## src/rtl/wish_bus_arb_n.sv

```systemverilog
// rtl/wish_bus_arb_n.sv - N-master / M-slave Wishbone-style shared bus arbiter with decode and watchdog
module wish_bus_arb_n #(
    parameter int                  N_MST    = 2,
    parameter int                  N_SLV    = 3,
    parameter logic [32*N_SLV-1:0] SLV_BASE = {32'h0001_0100, 32'h0001_0000, 32'h0000_0000},
    parameter logic [32*N_SLV-1:0] SLV_MASK = {32'hFFFF_FF00, 32'hFFFF_FF00, 32'hFFFF_8000},
    parameter logic [15:0]         TIMEOUT  = 16'd256
) (
    input  logic                  clk,
    input  logic                  rst_n,
    input  logic [N_MST-1:0]      m_cyc,
    input  logic [N_MST-1:0]      m_we,
    input  logic [4*N_MST-1:0]    m_strb,
    input  logic [32*N_MST-1:0]   m_addr,
    input  logic [32*N_MST-1:0]   m_data_i,
    output logic [N_MST-1:0]      m_ack,
    output logic [N_MST-1:0]      m_err,
    output logic [32*N_MST-1:0]   m_data_o,
    output logic [N_SLV-1:0]      s_cyc,
    output logic                  s_we,
    output logic [3:0]            s_strb,
    output logic [31:0]           s_addr,
    output logic [31:0]           s_data_o,
    input  logic [N_SLV-1:0]      s_ack,
    input  logic [32*N_SLV-1:0]   s_data_i,
    output logic                  busy
);

    localparam int GW = (N_MST > 1) ? $clog2(N_MST) : 1;
    localparam int SW = (N_SLV > 1) ? $clog2(N_SLV) : 1;

    typedef enum logic [1:0] {
        ST_IDLE = 2'd0,
        ST_XFER = 2'd1,
        ST_DERR = 2'd2
    } state_t;

    state_t          state_q, state_d;
    logic [GW-1:0]   grant_q, grant_d;
    logic [GW-1:0]   last_grant_q, last_grant_d;
    logic [SW-1:0]   sel_q, sel_d;
    logic [15:0]     wdog_q, wdog_d;

    logic [GW-1:0]   pick_g;
    logic [31:0]     pick_addr;
    logic [SW:0]     dec_res;
    logic            g_cyc;
    logic            sel_ack;
    logic            wd_fire;

    // Round-robin: first requester after the previous winner, wrapping around.
    // Scanning from the farthest offset down lets the nearest requester overwrite the pick.
    function automatic logic [GW-1:0] rr_pick(input logic [N_MST-1:0] req, input logic [GW-1:0] last);
        logic [GW-1:0] pick;
        int            cand;
        pick = '0;
        for (int i = N_MST; i >= 1; i--) begin
            cand = (int'(last) + i) % N_MST;
            if (req[cand]) begin
                pick = cand[GW-1:0];
            end
        end
        return pick;
    endfunction

    // Address decode: returns {hit, index}; lowest slave index wins on overlapping windows.
    function automatic logic [SW:0] addr_decode(input logic [31:0] addr);
        logic          hit;
        logic [SW-1:0] idx;
        hit = 1'b0;
        idx = '0;
        for (int i = N_SLV - 1; i >= 0; i--) begin
            if ((addr & SLV_MASK[32*i +: 32]) == SLV_BASE[32*i +: 32]) begin
                hit = 1'b1;
                idx = i[SW-1:0];
            end
        end
        return {hit, idx};
    endfunction

    assign pick_g    = rr_pick(m_cyc, last_grant_q);
    assign pick_addr = m_addr[32*pick_g +: 32];
    assign dec_res   = addr_decode(pick_addr);
    assign g_cyc     = m_cyc[grant_q];
    assign sel_ack   = s_ack[sel_q];
    assign wd_fire   = (TIMEOUT != 16'd0) && (wdog_q == (TIMEOUT - 16'd1));

    // Next-state: grant and decode in IDLE, completion/abort/timeout in XFER, single error cycle in DERR.
    always_comb begin
        state_d      = state_q;
        grant_d      = grant_q;
        last_grant_d = last_grant_q;
        sel_d        = sel_q;
        wdog_d       = wdog_q;
        case (state_q)
            ST_IDLE: begin
                wdog_d = 16'd0;
                if (|m_cyc) begin
                    grant_d = pick_g;
                    if (dec_res[SW]) begin
                        sel_d   = dec_res[SW-1:0];
                        state_d = ST_XFER;
                    end else begin
                        state_d = ST_DERR;
                    end
                end
            end
            ST_XFER: begin
                wdog_d = wdog_q + 16'd1;
                if (!g_cyc || sel_ack || wd_fire) begin
                    state_d      = ST_IDLE;
                    last_grant_d = grant_q;
                end
            end
            ST_DERR: begin
                state_d      = ST_IDLE;
                last_grant_d = grant_q;
            end
            default: begin
                state_d = ST_IDLE;
            end
        endcase
    end

    // State registers with synchronous active-low reset.
    always_ff @(posedge clk) begin
        if (!rst_n) begin
            state_q      <= ST_IDLE;
            grant_q      <= '0;
            last_grant_q <= GW'(N_MST - 1);
            sel_q        <= '0;
            wdog_q       <= 16'd0;
        end else begin
            state_q      <= state_d;
            grant_q      <= grant_d;
            last_grant_q <= last_grant_d;
            sel_q        <= sel_d;
            wdog_q       <= wdog_d;
        end
    end

    // Bus routing: live master fields out, selected slave ack/data back; all zero outside XFER.
    always_comb begin
        m_ack    = '0;
        m_err    = '0;
        m_data_o = '0;
        s_cyc    = '0;
        s_we     = 1'b0;
        s_strb   = 4'd0;
        s_addr   = 32'd0;
        s_data_o = 32'd0;
        case (state_q)
            ST_XFER: begin
                s_we                      = m_we[grant_q];
                s_strb                    = m_strb[4*grant_q +: 4];
                s_addr                    = m_addr[32*grant_q +: 32];
                s_data_o                  = m_data_i[32*grant_q +: 32];
                m_data_o[32*grant_q +: 32] = s_data_i[32*sel_q +: 32];
                if (g_cyc) begin
                    s_cyc[sel_q]  = !(wd_fire && !sel_ack);
                    m_ack[grant_q] = sel_ack;
                    m_err[grant_q] = wd_fire && !sel_ack;
                end
            end
            ST_DERR: begin
                m_err[grant_q] = 1'b1;
            end
            default: begin
            end
        endcase
    end

    assign busy = (state_q != ST_IDLE);

endmodule

```

## config.mk

```make
export PLATFORM = sky130hd
export DESIGN_NAME = wish_bus_arb_n
export DESIGN_NICKNAME = d
export VERILOG_FILES = /design/src/rtl/wish_bus_arb_n.sv
export SDC_FILE = /design/constraint.sdc
export NUM_CORES = 1
export LEC_CHECK = 0
export CAP_MARGIN = 25
export CORE_AREA = 2 2 147 149
export CTS_CLUSTER_DIAMETER = 100
export DETAILED_ROUTE_END_ITERATION = 8
export DIE_AREA = 0 0 149 151
export GPL_TIMING_DRIVEN = 0
export PLACE_DENSITY_LB_ADDON = 0.12
export SYNTH_ARGS = -nofsm -noshare
export SYNTH_HDL_FRONTEND = slang
export SYNTH_SLANG_ARGS = --single-unit
```

## constraint.sdc

```tcl
create_clock -name clk -period 2.6 [get_ports clk]
set_input_delay 0.26 -clock clk [delete_from_list [all_inputs] [get_ports clk]]
set_output_delay 0.26 -clock clk [all_outputs]
set_load 0.03 [all_outputs]
```

# [Yosys cells after proc, flatten, opt, wreduce, memory -nomap -nowiden]
# Index checks and enable logic that the tools add are counted.
[totals] wordCells=95 input_bits=241 regBits=22 output_inout_bits=141
[op_classes] reduce_logical=18 add_sub_neg=4 bitwise_logic=6 muxes=42 shifts=7 magnitude_cmp=6 n_eq_ne=7
[ops] cell="indexed part select 64 x 7 -> 32 bit" count=3
[ops] cell="indexed part select 96 x 8 -> 32 bit" count=1
[ops] cell="bitwise AND 64 bit" count=1
[ops] cell="two-way mux 32 bit" count=2
[ops] cell="two-way mux 64 bit" count=1
[ops] cell="variable shift 32 x 34 -> 64 bit (first input constant)" count=1
[ops] cell="indexed part select 32 x 34 -> 64 bit" count=1
[ops] cell="equality test 24 x 9 -> 1 bit (second input constant)" count=2
[ops] cell="negation 6 -> 34 bit" count=1
[ops] cell="zero test 32 bit" count=1
[ops] cell="case mux 16 bit (2 select lines)" count=1
[ops] cell="two-way mux 1 bit" count=20
[ops] cell="two-way mux 2 bit" count=9
[ops] cell="adder 16 x 1 -> 16 bit (second input constant)" count=1
[ops] cell="equality test 16 x 8 -> 1 bit (second input constant)" count=1
[ops] cell="< comparator 2 x 3 -> 1 bit (second input constant)" count=3
[ops] cell="case mux 2 bit (2 select lines)" count=2
[ops] cell="indexed part select 8 x 4 -> 4 bit" count=1
[ops] cell="two-way mux 3 bit" count=2
[ops] cell="AND reduction 2 bit" count=3
[ops] cell="nonzero test 2 bit" count=3
[ops] cell="bitwise AND 2 bit" count=2
[ops] cell="two-way mux 4 bit" count=1
[ops] cell="!= test 2 bit (second input constant)" count=2
[ops] cell="18 further kinds" count=25

# [Longest topological paths before layout]
# Gate-level depths: netlist (run 1).
[logic_depth] depth_word=15 ltp_mapped=7 mapped_depth_nobuf=7

# [Least setup slack after synthesis (run 1)]
# OpenSTA, ideal clock, no wires.
[synth_timing] path_kind="register -> output" startpoint="register sel_q[1]" endpoint="output s_cyc[2]" t_arrival_ps=1962 required_ps=2340 path_stages_with_launch=7 n_path_buf=1 path_slack_ps=378 cell_sequence="dfxtp_1 buf_4 mux2i_1 o2bb2ai_1 inv_1 a21o_2 nor3b_1"
[synth_between] elab_chain_len=8 elab_cells_between_ends=13 cone_classes="2 x order compare; 6 x mux; 1 x bitwise; 4 x reduce/logical"
[synth_lines] element="start: declaration" line="41" source="logic [SW-1:0] sel_q, sel_d;"
[synth_lines] element="start signal: assignment" line="137" source="sel_q <= sel_d;"
[synth_lines] element="parallel branches: the longest is 5 deep, another holds < comparator 2 x 3 -> 1 bit"
[synth_lines] element="bitwise AND 3 bit (no line) (*)"
[synth_lines] element="two-way mux 3 bit (*)" line="159" source="if (g_cyc) begin"
[synth_lines] element="two-way mux 3 bit (*)" line="152" source="case (state_q)"
[synth_lines] element="end: declaration" line="19" source="output logic [N_SLV-1:0] s_cyc,"
# Mark *: on every way between the ends. The select of a mux whose other input is x is not followed.

# [Worst setup path in the final report (run 1)]
[layout_timing] startpoint="register wdog_q[8]" endpoint="output s_cyc[0]"
[layout_between] elab_chain_len=6
[layout_lines] element="start: declaration" line="42" source="logic [15:0] wdog_q, wdog_d;"
[layout_lines] element="start signal: assignment" line="138" source="wdog_q <= wdog_d;"
[layout_lines] element="equality test 16 x 8 -> 1 bit" line="86" source="assign wd_fire = (TIMEOUT != 16'd0) && (wdog_q == (TIMEOUT - 16'd1));"
[layout_lines] element="logical AND 1 bit" line="160" source="s_cyc[sel_q] = !(wd_fire && !sel_ack);"
[layout_lines] element="zero test 1 bit" line="160"
[layout_lines] element="bitwise AND 3 bit (no line)"
[layout_lines] element="two-way mux 3 bit" line="159"
[layout_lines] element="two-way mux 3 bit" line="152"
# Every way passes these cells.

==> qor.txt, run 1 <==
CTS
---------------------------------------------------------------------------------
Number of hold buffers added after CTS .............................            0
Clock tree from TritonCTS ..........................................         done
Sinks on Clock Net .................................................           22
Max H-tree Level ...................................................            1
Number of buffers on the longest clock path ........................            2
Number of buffers created by CTS ...................................            3
CTS root buffer ....................................................    clkbuf_16
Clock-pin slew on the worst setup and hold paths ...................      0.06 ns
Worst skew pair latency ............................................      0.25 ns

FLOORPLAN
---------------------------------------------------------------------------------
Starting utilization of the core area ..............................        16.9%
Die area ...........................................................  22500 sq um
Height of the die ..................................................  151 microns
Total I/O pin count ................................................          382
Die boundary width .................................................  149 microns
Core Region ........................................................  20800 sq um
Number of placement rows ...........................................           53

DETAILED ROUTING
---------------------------------------------------------------------------------
Vias per inst ......................................................         4.22
Drt initial violations .............................................          193
Routed Wire Length ................................................. 20500 microns
Met1 wire length ................................................... 8780 microns
Met3 wire len ...................................................... 1020 microns
Average detailed-routed wire length per instance ................... 17.5 microns
Detail Route met2 WL ............................................... 10400 microns
Total vias in the final route ......................................         4943
DRC violations left ................................................            0
Number of optimization iterations in the first detailed-route pass .            4
Post-route antenna net violation count .............................            0
Uppermost signal routing layer after detailed routing ..............         met4

FINAL LAYOUT
---------------------------------------------------------------------------------
Syn-to-layout area delta ...........................................         116%
Finished Layout Cells ..............................................         1170
Count of filler cells inserted in the layout .......................         2274
End-of-flow core utilization .......................................        36.7%
Layout cell share with drive strength beyond 1 .....................        13.0%
Area taken by multi-input logic gates ..............................   2910 sq um
Total inserted antenna cells .......................................            0
NumNets Final ......................................................         1141
Area occupied by registers .........................................    440 sq um

SYNTH
---------------------------------------------------------------------------------
Top-count cell post-synth ..........................................       nor2_1
Number of instances in the synthesized netlist .....................          507
Cells taking the most area after synthesis ......................... mux2i_1 (30%), nor2b_1 (13%), dfxtp_1 (12%), nor2_1 (12%), a21oi_1 (5.7%)
Library cell with the largest summed area after synthesis ..........      mux2i_1
Area share of the largest cell type after synthesis ................        30.4%
Synth cell types ...................................................           48
Sequential-to-total area share from yosys stat .....................        12.5%
Asr flop ratio synth ...............................................           0%
Area of the mapped netlist .........................................   3530 sq um
Average instance area after synthesis ..............................   6.96 sq um
Number of flops mapped to enable cells by yosys ....................            0
Nets in the synthesized netlist ....................................          752
Seq cells post-synth ...............................................           22
Count of yosys warnings during synthesis ...........................            0
Top cells by instance count after synthesis ........................ nor2_1 (112), mux2i_1 (107), nor2b_1 (73), a21oi_1 (40), clkbuf_1 (26)
Commonest register cell after synthesis ............................      dfxtp_1

POWER
---------------------------------------------------------------------------------
Power per unit of standard cell area ...............................  174 nW/um^2
Max rail drop VDD ..................................................     0.290 mV
Leakage dissipation ................................................   0.00392 uW

HOLD PATH
---------------------------------------------------------------------------------
Worst hold endpoint ................................................   state_q[1]
Hold depth .........................................................            2
Class of the worst hold path ....................................... register to register
Hold_sp ............................................................   state_q[1]

GLOBAL ROUTE
---------------------------------------------------------------------------------
Wire length of the first global-routing pass ....................... 29900 microns
Grt total ovfl .....................................................            0
Initial antenna violation count ....................................            0
Total global-route track usage .....................................        17.2%
Number of global-route vias before repair ..........................         5041
Pin count of the biggest net entering global routing ...............           13

WORST SETUP PATH
---------------------------------------------------------------------------------
CP startpoint kind .................................................     register
Data required time of the worst path ...............................      2.34 ns
Crit-path max cell delay ...........................................      0.56 ns
Critical-path maximum fanout .......................................            7
Startpoint of the worst register-to-register path ..................   state_q[0]
Data arrival, critical path ........................................      2.18 ns
Worst-case register-to-register setup slack ........................      0.65 ns
Cell chain of the critical path .................................... or4_4 > nor4_4 > buf_4 > a21o_2 > nor3_1 > clkdlybuf4s15_1
Reg-to-reg critical path endpoint ..................................     sel_q[0]
Type of the setup path with the least slack ........................ register to output pin
Cell with the biggest individual delay on the critical path ........        or4_4
Type of destination of the critical path ...........................   output pin
Reg2reg path depth .................................................            7

JOB
---------------------------------------------------------------------------------
Max-Cap Viols ......................................................            0

STA
---------------------------------------------------------------------------------
Number of hold violations in the final report ......................            0
Period Utilization, post-route .....................................        93.8%
Final setup viols ..................................................            0
Worst slew slack as a fraction of its limit ........................        50.7%
Highest achievable clock rate ......................................    0.410 GHz
Slew Limit Fails ...................................................            0
Final Skew .........................................................  0.000788 ns
RSZ-0062 raised after global routing ...............................        false
Worst Max-Slew Pin Slew ............................................     0.740 ns
Minimum clock period after layout ..................................      2.44 ns

PLACE
---------------------------------------------------------------------------------
GPL Wtd Cong .......................................................        0.826
Number of instances in the placed design ...........................         1163
Port buffer count ..................................................          381
Post-DP HPWL ....................................................... 17600 microns

RUN STATUS
---------------------------------------------------------------------------------
Outcome ............................................................ finished, final reports clean

[through the flow]
stage | worst slack (ns) | hold slack, ns | setup TNS, ns | instance area [sq um] | total power, uW
4_1_cts | 0.00185 | 0.495 | 0 | 7700 | 1340
6_report | 0.160 | 0.488 | 0 | 7630 | 1330
3_3_place_gp | -0.412 | 0.476 | -24.05 | 7680 | 972
2_1_floorplan | 0.378 | 0.448 | 0 | 3530 | 545
5_1_grt | 0.00408 | 0.542 | 0 | 7630 | 1400
3_5_place_dp | -0.407 | 0.480 | -24.62 | 7680 | 974
[layout by cell type, fill, tap and decap left out, types with 2 or more instances in the layout]
cell	n
ha_1	4
nor3_1	7
inv_1	8
o211ai_1	4
a21oi_1	40
dlygate4sd2_1	18
xor2_1	3
mux2i_1	107
clkbuf_1	8
nand2_1	19
clkdlybuf4s50_1	241
and3_1	2
a31o_2	2
clkbuf_16	3
buf_1	2
nor2_1	112
or3_1	2
clkdlybuf4s15_1	3
nor3b_1	4
dfxtp_1	22
and4_1	2
clkbuf_2	77
nor2b_1	73
buf_2	11
nand4_1	7
o21a_1	2
dlymetal6s2s_1	56
buf_4	5
o21ai_0	5
nand2b_1	2
nor4b_1	2
mux2_2	4
nor4_1	9
nand3_1	6
nand3b_1	2
[worst max-delay path, delay by kind of cell, from the launching register on]
| kind | cells | cell delay (ns) |
|---|---|---|
| AO/OA/AOI/OAI | 1 | 0.15 |
| flip-flops | 1 | 0.36 |
| buffers and inverters | 2 | 0.53 |
| AND/OR/NAND/NOR | 3 | 0.88 |
[metal layers]
layer,global-route usage [%],up-vias
met1,22.3,2249
met2,30.2,146
met3,3.34,18
met5,0,-
met4,2.48,0
li1,-,2530
[final cells by class]
cell class	count	share of cell area, %
Timing Repair Buffer	384	47.7
Multi-Input combinational cell	439	38.1
Sequential cell	22	5.77
Tap cell	275	4.51
Buffer	38	2.43
Clock buffer	4	1.16
Inverter	8	0.393
[where the power goes]
group | internal, uW | switching (uW) | leakage, uW | total [uW]
Clock | 235 | 129 | 0.0000442 | 364
Combinational | 417 | 206 | 0.00370 | 622
Sequential | 341 | 3.45 | 0.000178 | 344
Total | 993 | 338 | 0.00392 | 1330
[worst max-delay path by stage]
stage	from	end	slack, ns
2_1_floorplan	sel_q[1]	s_cyc[2]	0.38
3_3_place_gp	state_q[1]	m_data_o[12]	-0.41
3_5_place_dp	state_q[1]	m_data_o[12]	-0.41
4_1_cts	state_q[1]	m_data_o[0]	0.002
5_1_grt	state_q[1]	m_data_o[54]	0.004
6_report	wdog_q[8]	s_cyc[0]	0.16
[what timing repair did]
action	4_1_cts	5_1_grt
gates resized for setup	112	188
buffers inserted	1	2
setup endpoints to repair	140	122
cloned	0	0
pin swaps	1	1
[sequential cells by signal (all words and copies together), names as in the netlist]
name          count
wdog_q           16
state_q           2
last_grant_q      1
sel_q             2
grant_q           1
[cells by family after synthesis]
kind of cell	Yosys count	share of synthesized area [%]
and+or+nand+nor	257	37.4
muxes	111	31.6
buffers and inverters	46	5.29
xor gates and xnor gates	3	0.745
DFF	22	12.5
adders and majority gates	4	1.42
AOI/OAI and AO/OA	64	11.0
Power figures use the tool's default switching activity.
==> run 2: changes to the inputs <==
Clock period 2.6 ns to 3.2 ns, I/O delays scaled along.
==> qor.txt, run 2 (same netlist as run 1, synthesis figures left out) <==
WORST SETUP PATH
-------------------------------------------------------------------------------------
Worst-case register-to-register setup slack ............................      1.26 ns   +0.61 ns
CP startpoint kind .....................................................     register
Cell with the biggest individual delay on the critical path ............ clkdlybuf4s50_1
Dominant delay contributor by cell family on the critical path ......... buffers and inverters
Startpoint of the worst register-to-register path ......................   state_q[1]
Data required time of the worst path ...................................      2.88 ns   +0.54 ns
Type of the setup path with the least slack ............................ register to output pin
Reg2reg path depth .....................................................            7   unchanged
Data arrival, critical path ............................................      2.70 ns   +0.52 ns
Crit path from .........................................................   state_q[1]
Crit-path max cell delay ...............................................      0.73 ns   +0.17 ns
Type of destination of the critical path ...............................   output pin
Critical-path maximum fanout ...........................................           10   +3
Cell chain of the critical path ........................................ inv_1 > ha_1 > buf_2 > clkbuf_1 > nor2b_1 > clkdlybuf4s50_1
Endpoint of the most critical setup path ............................... s_data_o[23]
Reg-to-reg critical path endpoint ......................................   wdog_q[15]
CP Depth ...............................................................            6   unchanged
Critical path buffers and inverters ....................................            4   +2

CTS
-------------------------------------------------------------------------------------
Number of hold buffers added after CTS .................................            0   unchanged
CTS root buffer ........................................................    clkbuf_16
Sinks on Clock Net .....................................................           22   unchanged
Max H-tree Level .......................................................            1   unchanged
Clock-pin slew on the worst setup and hold paths .......................      0.06 ns   about the same
Worst skew pair latency ................................................      0.25 ns   about the same
Number of buffers on the longest clock path ............................            2   unchanged
Clock tree from TritonCTS ..............................................         done
Number of buffers created by CTS .......................................            3   unchanged

POWER
-------------------------------------------------------------------------------------
Power per unit of standard cell area ...................................  139 nW/um^2   -20%
Max rail drop VDD ......................................................     0.235 mV   -19%
Leakage dissipation ....................................................   0.00271 uW   -31%
PnR Total Power ........................................................      1080 uW   -19%

STA
-------------------------------------------------------------------------------------
Minimum clock period after layout ......................................      3.02 ns
Worst slew slack as a fraction of its limit ............................        50.6%   about the same
Slew Limit Fails .......................................................            0   unchanged
Post-Route Hold Slack ..................................................     0.491 ns   +0.00346 ns
Worst Max-Slew Pin Slew ................................................     0.740 ns   +0.000507 ns
Final setup viols ......................................................            0   unchanged
Number of hold violations in the final report ..........................            0   unchanged
Highest achievable clock rate ..........................................    0.331 GHz
RSZ-0062 raised after global routing ...................................        false
Crit path setup slack, layout ..........................................     0.183 ns   +0.0234 ns
Setup_tns ..............................................................         0 ns   unchanged
Period Utilization, post-route .........................................        94.3%
Final Skew .............................................................  0.000762 ns   -0.0000265 ns

FLOORPLAN
-------------------------------------------------------------------------------------
Die area ...............................................................  22500 sq um   unchanged
Starting utilization of the core area ..................................        16.9%   unchanged
Core Region ............................................................  20800 sq um   unchanged
Height of the die ......................................................  151 microns   unchanged
Die boundary width .....................................................  149 microns   unchanged
Total I/O pin count ....................................................          382   unchanged
Number of placement rows ...............................................           53   unchanged

DETAILED ROUTING
-------------------------------------------------------------------------------------
Post-route antenna net violation count .................................            0   unchanged
Routed Wire Length ..................................................... 20400 microns   -0.31%
DRC violations left ....................................................            0   unchanged
Total vias in the final route ..........................................         4897   -0.93%
Average detailed-routed wire length per instance ....................... 17.5 microns   about the same
Number of optimization iterations in the first detailed-route pass .....            4   unchanged
Drt initial violations .................................................          207   +7.3%
Vias per inst ..........................................................         4.20   -0.68%

PLACE
-------------------------------------------------------------------------------------
Port buffer count ......................................................          381   unchanged
GPL Wtd Cong ...........................................................        0.826   unchanged
DP Worst Slack .........................................................     0.133 ns   +0.540 ns
Post-DP HPWL ........................................................... 17600 microns   unchanged
Post-placement cell area ...............................................   7680 sq um   unchanged

GLOBAL ROUTE
-------------------------------------------------------------------------------------
Wire length of the first global-routing pass ........................... 29900 microns   unchanged
Pin count of the biggest net entering global routing ...................           13   unchanged
Initial antenna violation count ........................................            0   unchanged
Number of global-route vias before repair ..............................         5030   -0.22%
Total global-route track usage .........................................        17.2%   unchanged
Grt total ovfl .........................................................            0   unchanged

FINAL LAYOUT
-------------------------------------------------------------------------------------
Non-Filler Cell Area, Final ............................................   7790 sq um   +2.0%
Layout cell share with drive strength beyond 1 .........................        3.70%   -9.3 points
Area occupied by registers .............................................    440 sq um   unchanged
Area taken by multi-input logic gates ..................................   2900 sq um   -0.22%
Syn-to-layout area delta ...............................................         121%
Register bank with the most flops ......................................       wdog_q
Largest registers ...................................................... wdog_q: 16 flops, sel_q: 2 flops, state_q: 2 flops
Total inserted antenna cells ...........................................            0   unchanged
Count of filler cells inserted in the layout ...........................         2249   -1.1%
Commonest cells after routing, fill and taps aside ..................... clkdlybuf4s50_1 (377), nor2_1 (112), mux2i_1 (107)
Largest register FFs ...................................................           16   unchanged
Most frequent standard cell in the layout excluding fill and tap cells . clkdlybuf4s50_1
NumNets Final ..........................................................         1138   -0.26%

HOLD PATH
-------------------------------------------------------------------------------------
Hold_sp ................................................................   state_q[1]
Class of the worst hold path ........................................... register to register

RUN STATUS
-------------------------------------------------------------------------------------
Outcome ................................................................ finished, final reports clean

JOB
-------------------------------------------------------------------------------------
Max-Cap Viols ..........................................................            0   unchanged

## run 2: cell count changes in the layout (fill, tap and decap cells not counted), sizes merged
| cell | delta |
|---|---|
| clkdlybuf4s50 | +136 |
| clkbuf | -61 |
| dlymetal6s2s | -52 |
| dlygate4sd2 | -18 |
| buf | -5 |
| clkdlybuf4s15 | -3 |
## run 2: routing by layer
layer	routed length (microns)	vias up	share of wire (%)	global-route usage, %
met5	0	-	0	0
met4	305	0	1.5	2.48
met3	987	18	4.8	3.49
met2	10200	136	50	30.0
met1	8910	2216	44	22.4
li1	-	2527	-	-
## run 2: what timing repair did
action                     4_1_cts  5_1_grt
setup buffers                    0        0
gates resized for setup          1        9
setup endpoints to repair       57       44
hold endpoints to repair         0        0
## run 2: report_power, final
part / switching [uW] / internal (uW) / total, uW
Combinational: 167 / 338 / 505
Clock: 104 / 191 / 295
Sequential: 2.88 / 277 / 280
Total: 274 / 806 / 1080
## run 2: metrics by stage
stage / util, % / cells
after floorplan: - / 507
after global placement: 36.9 / 1163
after detailed placement: 36.9 / 1163
after CTS: 37.3 / 1167
after global routing: 37.4 / 1167
final: 37.4 / 1167
## run 2: final cells by class
cell class,instances,area share [%]
clock buffer,4,1.14
buffer,38,2.06
multi-input combinational,439,37.2
sequential,22,5.66
inverter,8,0.386
timing repair buffer,381,49.1
tap,275,4.42
## run 2: worst min path at each step
stage | end | cells past startpoint
after floorplan | state_q[1] | 2
after global placement | state_q[1] | 2
after detailed placement | state_q[1] | 2
after CTS | state_q[1] | 2
after global routing | state_q[0] | 2
final | state_q[1] | 2
## run 2: worst register-to-register path, cell delays in order, from the launching register on
cell and delay, ns:
dfxtp_1 0.33, inv_1 0.08, ha_1 0.25, nand4_1 0.29, nor4_1 0.43, nand4_1 0.15, mux2_2 0.29, nor2_1 0.07
==> RTL edit: new RTL, flow settings as in run 2 <==
Reset style: asynchronous (`rst_n`), changed in one clocked block. Comments in the files are not updated.
--- a/src/rtl/wish_bus_arb_n.sv
+++ b/src/rtl/wish_bus_arb_n.sv
@@ -123,7 +123,7 @@
     end
 
     // State registers with synchronous active-low reset.
-    always_ff @(posedge clk) begin
+    always_ff @(posedge clk or negedge rst_n) begin
         if (!rst_n) begin
             state_q      <= ST_IDLE;
             grant_q      <= '0;
Function: differs if rst_n is asserted again (counterexample within 4 cycles, from zero or initial values and one cycle with rst_n low); with rst_n held inactive, the same outputs for 4 cycles.
==> RTL edit against run 2 <==
Worst setup slack improved by 0.078 ns; area after synthesis is 2.5% higher; combinational power is 77% higher; wire length shrank 7.4%; sequential cell count unchanged; total power grew 39%; register-to-register slack gained 0.14 ns; final area up 1.3%; highest routed layer unchanged.
==> RTL edit: results (changes against run 2) <==
** Logic synthesis
- Ranked by instance count, the synthesized netlist is headed by sky130_fd_sc_hd__mux2i_1, sky130_fd_sc_hd__nor2_1, sky130_fd_sc_hd__nor2b_1.
- In the synthesized netlist the dominant register cell turns out to be sky130_fd_sc_hd__dfrtp_1.
- Synth Net Count :: 745 (-0.93%)
- Share of flip-flops with an asynchronous set or reset after synthesis :: 100.0% (+100 points)
- Sequential share of the synthesized area :: 15.26% (+2.8 points)
- The mean area per synthesized cell is 7.229 um2 (+3.9%).
- Cell types with the largest area share after synthesis :: sky130_fd_sc_hd__mux2i_1, sky130_fd_sc_hd__dfrtp_1, sky130_fd_sc_hd__nor2b_1, sky130_fd_sc_hd__nor2_1, sky130_fd_sc_hd__a21oi_1

** Routing
- Wirelength, routed :: 18,900 um (-7.4%)
- Detailed-routed wire length on met3 :: 1515 um (+53%)
- The wire length on met2 is 9477 um (-7.2%).
- Vias :: 4,962 (+1.3%)
- The routed length on met1 came to 7732 um (-13%).
- Number of violations reported at the end of detailed-routing iteration 0 :: 94 (-55%)

** Critical path
- Worst R2R Setup Slack :: 1.40 ns (+0.14 ns)
- Reg2reg start :: wdog_q[0]
- Critical path arrival :: 2.62 ns (-0.08 ns)
- Top fanout value on the critical path :: 3 (-7)
- In this run the worst setup path begins at s_ack[2].
- Length in cells of the worst reg-to-reg path :: 6 (-1)
- The most critical setup path has its endpoint at s_cyc[1].

** Global route
- The total routing usage reported by global routing is 15.24% (-2.0 points).
- Wire length of the first global-routing pass :: 27,200 um (-8.9%)
- Via count of the first global-routing pass :: 4,832 (-3.9%)
- Largest net degree at the start of global routing :: 16 (+3)
- Initial antenna violation count :: 0 (unchanged)

** Run status
- Run status :: finished, final reports clean

** Placement
- Global placer's final weighted congestion :: 0.8067 (-2.3%)
- Port buffer count :: 381 (unchanged)
- Standard cell area after detailed placement :: 7800 um2 (+1.5%)

** Layout
- Final nets :: 1,131 (-0.62%)
- Register Area :: 551.8 um2 (+25%)
- Filler Cells Inserted :: 2,223 (-1.2%)
- Final instance count without filler cells :: 1,161 (-0.51%)
- Share of post-route cells with drive strength above 1 :: 3.955% (+0.26 points)

** Power
- The largest voltage drop on the vdd net came to 0.1776 mV (-25%).
- The leakage power figure is 0.002944 uW (+8.8%).

** CTS
- Setup bufs post-CTS :: 0 (unchanged)

** STA
- Worst rel slew slack :: 58.74% (+8.1 points)
- The post-route clock skew was 0.002772 ns (+0.002010 ns).
[RTL edit: cells by family after synthesis]
family | Yosys count | synth area share (%)
AND/OR/NAND/NOR | 254 | 35.17
multiplexers | 116 | 32.29
AO/OA/AOI/OAI | 60 | 9.796
buffers and inverters | 43 | 5.850
flip-flops | 22 | 15.26
adder cells (fa/ha/maj) | 4 | 1.385
XOR/XNOR | 1 | 0.2423
[RTL edit: per-stage QoR]
stage                     setup WS (ns)  total power [uW]  hold WS [ns]
after global placement           0.1824              1209        0.4732
after global routing            0.04571              1596        0.4294
after CTS                      0.009248              1517        0.4157
after floorplan                   1.005             789.1       0.02441
after detailed placement         0.2167              1215        0.4741
final                            0.2616              1499        0.3920
[RTL edit: power by group]
part | switching [uW] | internal (uW) | leakage, uW | total, uW
combinational | 368 | 527 | 0.00260 | 895
clock | 107 | 191 | 0.0000442 | 298
sequential | 10.9 | 295 | 0.000300 | 306
total | 486 | 1010 | 0.00294 | 1500
[RTL edit: repair_timing]
item                                    in CTS  in global routing
endpoints found under the setup margin       0                 30
hold buffers                                 0                  0
gates resized for setup                      0                  4
[RTL edit: area by class of cell]
cell class              instances  share of cell area (%)
plain buffers                  37                   2.426
diodes                          1                 0.03172
well taps                     275                   4.361
flip-flops and latches         22                   6.993
multi-input cells             435                   36.14
inverters                       5                  0.2379
clock buffers                   4                   1.126
repair buffers                382                   48.68
[RTL edit: critical path, stage by stage]
cell and delay, ns:
sky130_fd_sc_hd__clkdlybuf4s50_1 0.46, sky130_fd_sc_hd__mux2i_1 0.09, sky130_fd_sc_hd__o21ai_0 0.38, sky130_fd_sc_hd__or3_1 0.19, sky130_fd_sc_hd__nand3_1 0.17, sky130_fd_sc_hd__nor3b_1 0.26
sky130_fd_sc_hd__clkdlybuf4s50_1 0.74
[RTL edit: worst min path at each step]
stage                      end  slack, ns  cells past startpoint
finish               wdog_q[0]       0.39                      1
detailed placement  wdog_q[15]       0.47                      1
floorplan              grant_q       0.02                      0
CTS                  wdog_q[0]       0.42                      1
global route         wdog_q[0]       0.43                      1
global placement    wdog_q[15]       0.47                      1
[RTL edit: per-layer routing]
| layer | GRT usage, % | up-vias |
|---|---|---|
| li1 | - | 2504 |
| met1 | 18.73 | 2246 |
| met2 | 27.79 | 202 |
| met3 | 3.042 | 10 |
| met4 | 2.667 | 0 |
| met5 | 0 | - |
